[src/rtl/mdriver_pkg.sv]
// Shared types and default widths for the memory-driver arbiter slice.
package mdriver_pkg;

  localparam int DEF_AW = 32;
  localparam int DEF_DW = 32;

  typedef enum logic [1:0] {
    IDLE,
    ISSUE,
    WAIT,
    DONE
  } arb_state_t;

endpackage

[src/rtl/mdriver_arbiter_rr_pick.sv]
// Combinational round-robin picker. The search starts one past the last grant.
// With the lock held, only the current owner may win.
module rr_pick #(
  parameter int NREQ = 2,
  parameter int IW   = $clog2(NREQ)
) (
  input  logic [NREQ-1:0] req,
  input  logic [IW-1:0]   last_grant,
  input  logic            lock_r,
  input  logic [IW-1:0]   owner,
  output logic [NREQ-1:0] grant,
  output logic [IW-1:0]   grant_idx
);

  always_comb begin
    logic          found;
    int            cand;
    logic [IW-1:0] cand_idx;
    // NOTE: every output and local gets a default before any branch, so no path leaves a latch.
    grant     = '0;
    grant_idx = '0;
    found     = 1'b0;
    cand      = 0;
    cand_idx  = '0;
    if (lock_r) begin
      if (req[owner]) begin
        grant[owner] = 1'b1;
        grant_idx    = owner;
      end
    end else begin
      for (int k = 1; k <= NREQ; k++) begin
        cand     = (int'(last_grant) + k) % NREQ;
        cand_idx = IW'(cand);
        if (!found && req[cand_idx]) begin
          found           = 1'b1;
          grant[cand_idx] = 1'b1;
          grant_idx       = cand_idx;
        end
      end
    end
  end

endmodule

[src/rtl/mdriver_arbiter.sv]
// Shares one memory-driver master port between NREQ requesters.
// Arbitration is round-robin, one transaction is in flight at a time, and an optional lock lets the owner keep the port.
module mdriver_arbiter
  import mdriver_pkg::*;
#(
  parameter int NREQ         = 2,
  parameter int AW           = DEF_AW,
  parameter int DW           = DEF_DW,
  parameter int LOCK_TIMEOUT = 16
) (
  input  logic                    clk,
  input  logic                    reset,
  input  logic [NREQ-1:0]         req_valid,
  input  logic [NREQ-1:0]         req_we,
  input  logic [NREQ-1:0]         req_lock,
  input  logic [NREQ*AW-1:0]      req_addr,
  input  logic [NREQ*DW-1:0]      req_wdata,
  output logic [NREQ-1:0]         rsp_done,
  output logic [DW-1:0]           rsp_rdata,
  output logic [$clog2(NREQ)-1:0] grant_id,
  output logic                    busy,
  output logic                    m_exec,
  output logic                    m_we,
  output logic [AW-1:0]           m_addr,
  output logic [DW-1:0]           m_wdata,
  input  logic [DW-1:0]           m_rdata,
  input  logic                    m_fin
);

  localparam int IW = $clog2(NREQ);
  localparam int CW = $clog2(LOCK_TIMEOUT + 1);
  localparam logic [CW:0] LOCK_LIMIT = (CW + 1)'(LOCK_TIMEOUT);

  arb_state_t    state;
  logic [IW-1:0] last_grant;
  logic          lock_r;
  logic [CW-1:0] lock_cnt;

  logic [AW-1:0] addr_arr  [NREQ];
  logic [DW-1:0] wdata_arr [NREQ];

  for (genvar i = 0; i < NREQ; i++) begin : g_unpack
    assign addr_arr[i]  = req_addr[i*AW +: AW];
    assign wdata_arr[i] = req_wdata[i*DW +: DW];
  end

  // The lock expires in the very IDLE cycle that the silent count reaches the limit.
  logic [CW:0] cnt_inc;
  logic        lock_expire;
  logic        lock_eff;

  assign cnt_inc     = {1'b0, lock_cnt} + (CW + 1)'(1);
  assign lock_expire = lock_r && !req_valid[grant_id] && (cnt_inc >= LOCK_LIMIT);
  assign lock_eff    = lock_r && !lock_expire;

  logic [NREQ-1:0] pick_grant;
  logic [IW-1:0]   pick_idx;

  rr_pick #(
    .NREQ (NREQ),
    .IW   (IW)
  ) u_pick (
    .req        (req_valid),
    .last_grant (last_grant),
    .lock_r     (lock_eff),
    .owner      (grant_id),
    .grant      (pick_grant),
    .grant_idx  (pick_idx)
  );

  assign busy = (state != IDLE);

  // NOTE: sequential state uses non-blocking assignments only, so every register samples pre-edge values.
  always_ff @(posedge clk) begin
    if (reset) begin
      state      <= IDLE;
      m_exec     <= 1'b0;
      m_we       <= 1'b0;
      m_addr     <= '0;
      m_wdata    <= '0;
      rsp_done   <= '0;
      rsp_rdata  <= '0;
      grant_id   <= '0;
      last_grant <= IW'(NREQ - 1);
      lock_r     <= 1'b0;
      lock_cnt   <= '0;
    end else begin
      case (state)
        IDLE: begin
          if (|pick_grant) begin
            state      <= ISSUE;
            m_exec     <= 1'b1;
            m_we       <= req_we[pick_idx];
            m_addr     <= addr_arr[pick_idx];
            m_wdata    <= wdata_arr[pick_idx];
            grant_id   <= pick_idx;
            last_grant <= pick_idx;
            lock_r     <= req_lock[pick_idx];
            lock_cnt   <= '0;
          end else if (lock_expire) begin
            lock_r   <= 1'b0;
            lock_cnt <= '0;
          end else if (lock_r) begin
            lock_cnt <= cnt_inc[CW-1:0];
          end
        end
        ISSUE: begin
          m_exec <= 1'b0;
          state  <= WAIT;
        end
        WAIT: begin
          if (m_fin) begin
            rsp_rdata          <= m_rdata;
            rsp_done[grant_id] <= 1'b1;
            state              <= DONE;
          end
        end
        DONE: begin
          rsp_done <= '0;
          state    <= IDLE;
        end
        default: state <= IDLE;
      endcase
    end
  end

endmodule

[config.mk]
export PLATFORM = sky130hd
export DESIGN_NAME = mdriver_arbiter
export DESIGN_NICKNAME = d
export VERILOG_FILES = /design/src/rtl/mdriver_pkg.sv /design/src/rtl/mdriver_arbiter_rr_pick.sv /design/src/rtl/mdriver_arbiter.sv
export SDC_FILE = /design/constraint.sdc
export NUM_CORES = 1
export LEC_CHECK = 0
export ABC_AREA = 0
export BUFFER_PORTS_ARGS = -buffer_cell sky130_fd_sc_hd__buf_2
export CAP_MARGIN = 10
export CORE_MARGIN = 10
export CORE_UTILIZATION = 45
export CTS_CLUSTER_SIZE = 30
export DETAILED_ROUTE_END_ITERATION = 10
export PLACE_DENSITY = 0.8
export SLEW_MARGIN = 20
export SYNTH_ARGS = -nofsm -noshare
export SYNTH_HDL_FRONTEND = slang
export SYNTH_SLANG_ARGS = --single-unit
[constraint.sdc]
create_clock -name clk -period 2.95 [get_ports clk]
set_input_delay 0.4425 -clock clk [delete_from_list [all_inputs] [get_ports clk]]
set_output_delay 0.4425 -clock clk [all_outputs]
set_load 0.02 [all_outputs]
==> key figures <==
STA
  – Final min period: 2.37 ns
  – Final setup viols: 0
  – Pins Over Slew Limit: 0
  – Worst hold slack: 0.335 ns
  – Maximum clock rate: 422 MHz
  – RSZ-0062 raised after global routing: no
  – Worst-Margin Slew: 0.573 ns
  – Ratio of final minimum period to clock period: 80.3%
  – Worst Skew: 0.00758 ns
  – Worst relative slew slack: 61.8%
  – Final WS setup: 0.581 ns
  – Setup TNS Final: 0 ns
  – Fin. Hold Viols: 0

Yosys
  – Yosys reg bits: 110
  – EDFF count, synth: 0
  – Seq/Total Area, Yosys: 43.1%
  – Syn. warnings: 0
  – Cells after synthesis: 589
  – Mapped cell area: 5100 um2
  – Count of cell types in the netlist: 40
  – Syn nets: 763
  – Syn avg cell area: 8.66 um2
  – Post-synth ARST share: 0%
  – Most used DFF post-synth: dfxtp_1

Route
  – DRC: 0
  – Total wire length: 16400 um
  – DR iter-0 viols: 397
  – TritonRoute pass-1 iters: 5
  – Via count: 5008
  – Avg Vias per Cell: 5.13
  – Routed len/inst: 16.8 um
  – DRT antenna net count: 0

Finish
  – Fin area: 6770 um2
  – Area Overhead vs Synth: 32.6%
  – Layout cells sized above 1: 46.3%
  – Post-layout nets: 1006
  – Fill count: 971
  – Post-layout util: 61.6%

Clock tree
  – # clock sinks: 110
  – Clk root buf: clkbuf_16
  – Worst-path clk slew: 0.07 ns
  – CTS tree: done
  – Post-CTS Hold Buffers: 0
  – Setup bufs post-CTS: 0
  – Worst-Skew Late Latency: 0.34 ns
  – Number of H-tree levels: 3
  – PostCTS Resize Cnt: 0
  – Longest Clk Path Bufs: 2
  – Cts bufs inserted: 9

Setup path
  – CP bufs+invs: 1
  – CP cell instances: ha_1 -> a31oi_2 -> a211oi_2 -> o21a_4 -> buf_4 -> a21oi_2 -> a211oi_2
  – CP endpoint kind: flip-flop
  – Critical-path maximum fanout: 26
  – Slowest Stage Delay on Critical Path: 0.46 ns
  – Critical Path Start Type: flip-flop
  – Crit path max-delay cell type: o21a_4
  – Reg2Reg Capture Point: m_addr[14]
  – Critical path arrival: 2.63 ns
  – R2r setup slk: 0.58 ns
  – Critical Path RT: 3.21 ns
  – Crit Reg-Reg Startpoint: lock_cnt[0]
  – Critical path class: flip-flop to flip-flop
  – Crit-path most repeated cell: a211oi_2
  – CP top delay family: compound AO/OA/AOI/OAI gates
  – R2R depth: 7

Floorplanning
  – Chip height: 126 um
  – Core footprint: 11000 um2
  – Die Width: 126 um
  – Die area: 16000 um2
  – Ports: 271
  – Rows: 38
  – Starting Density: 46.5%

Worst hold path
  – Worst Hold Depth: 3
  – Hold Startpoint: m_rdata[6]
  – Hold EP: rsp_rdata[6]
  – Min-Delay Path Class: input port to flip-flop

Power
  – Sw frac: 42.4%
  – Leak Pwr: 0.00313 uW
  – Clk pwr share: 19.3%
  – Comb power frac: 48.1%
  – Power Density: 961 nW/um2
  – Worst vdd ir: 600 uV
  – Net Sw Power: 2760 uW
  – Internal power: 3740 uW
  – Sequential Power Share: 32.6%

Global routing
  – Gr ovfl total: 0
  – Initial antenna violation count: 1
  – Largest net degree at the start of global routing: 66
  – All-layer global routing usage: 19.6%
  – Vias in the first global route: 4974
  – First-pass GRT wire length: 26500 um

Flow run
  – Maxcap violations: 0

Place
  – Post-DP Area: 6460 um2
  – I/O Buffers: 270
  – Detail Placement HPWL: 12500 um
  – Pre-CTS WS: 0.578 ns
  – Gpl congestion: 0.832

Outcome
  – Status: finished clean
[final cells by class]
cell class	instances	area, um2	share of cell area, %
multi-input cells	421	2560	37.9
flip-flops and latches	110	2200	32.5
repair buffers	281	1490	22.0
clock buffers	10	229	3.38
well taps	140	175	2.59
clock inverters	4	73.8	1.09
inverters	9	33.8	0.499
diodes	1	2.50	0.0370
[cells in the final DEF, fill, tap and decap left out, types with 2 or more instances in the layout]
master,count
o21ai_0,6
nand2b_1,2
buf_2,269
buf_4,8
bufinv_16,2
nor3_1,3
nand3b_1,2
nor3b_1,2
nand3_1,2
a21oi_1,64
inv_1,9
nand2_1,132
clkbuf_16,9
a211oi_1,23
a211o_1,2
a211oi_2,43
mux2i_1,3
ha_1,5
dfxtp_1,110
buf_12,4
nor2_1,73
a21oi_2,40
o31ai_1,2
a22oi_1,2
[worst register-to-register path, delay by kind of cell, from the launching register on]
kind | cells | cell delay (ns)
adder cells (fa/ha/maj) | 1 | 0.26
buffers and inverters | 1 | 0.34
AO/OA/AOI/OAI | 5 | 1.30
flip-flops | 1 | 0.41
[cells by family after synthesis]
group	synth area share (%)
mux	0.588
flops	43.1
buf+inv	6.89
compound gates	31.2
fa+ha+maj	1.23
simple gates	17.0
[state kept, by name (all words and copies together), names as in the netlist]
signal	cells
state	2
m_we	1
lock_r	1
rsp_rdata	32
m_wdata	32
grant_id	1
m_exec	1
m_addr	32
rsp_done	2
last_grant	1
lock_cnt	5
[power by group through the flow]
stage | Combinational, uW | Sequential (uW) | Clock, uW
final | 3130 | 2120 | 1260
after global routing | 3430 | 2170 | 1350
after CTS | 3170 | 2120 | 1280
after floorplan | 1820 | 2650 | 0
after global placement | 3120 | 2130 | 0
after detailed placement | 3160 | 2150 | 0
[metal layers]
| metal | global-route usage (%) | part of all wire, % |
|---|---|---|
| met4 | 3.82 | 1.2 |
| met3 | 8.37 | 12 |
| met5 | 0 | 0 |
| met1 | 23.1 | 39 |
| met2 | 32.6 | 48 |
[worst max path at each step]
| stage | to | start | depth (start not counted) |
|---|---|---|---|
| 2_1_floorplan | m_addr[0] | lock_cnt[0] | 8 |
| 3_3_place_gp | m_addr[7] | lock_cnt[0] | 7 |
| 3_5_place_dp | m_addr[13] | lock_cnt[0] | 7 |
| 4_1_cts | m_addr[13] | lock_cnt[0] | 7 |
| 5_1_grt | m_addr[10] | lock_cnt[0] | 7 |
| 6_report | m_addr[14] | lock_cnt[0] | 7 |
[synthesized netlist by cell type (2+ instances only)]
cell / n / area share [%]
buf_2: 15 / 1.5
nor3_1: 3 / 0.29
buf_12: 5 / 2.0
mux2i_1: 3 / 0.59
ha_1: 5 / 1.2
nand3b_1: 2 / 0.29
inv_1: 9 / 0.66
a22oi_1: 2 / 0.29
a211oi_1: 23 / 3.4
dfxtp_1: 110 / 43
a21oi_2: 40 / 6.9
nor2_1: 73 / 5.4
nand2_1: 132 / 9.7
a21oi_1: 64 / 6.3
o31ai_1: 2 / 0.29
clkbuf_1: 22 / 1.6
buf_6: 3 / 0.66
nand2b_1: 2 / 0.25
o21ai_0: 6 / 0.59
nor3b_1: 2 / 0.29
buf_4: 3 / 0.44
nand3_1: 2 / 0.20
a211o_1: 2 / 0.34
a211oi_2: 43 / 11
[stage by stage]
stage	std cells	total power [uW]
6_report	976	6500
3_3_place_gp	961	5250
2_1_floorplan	589	4470
4_1_cts	975	6570
3_5_place_dp	961	5310
5_1_grt	976	6950
Power figures use the tool's default switching activity.
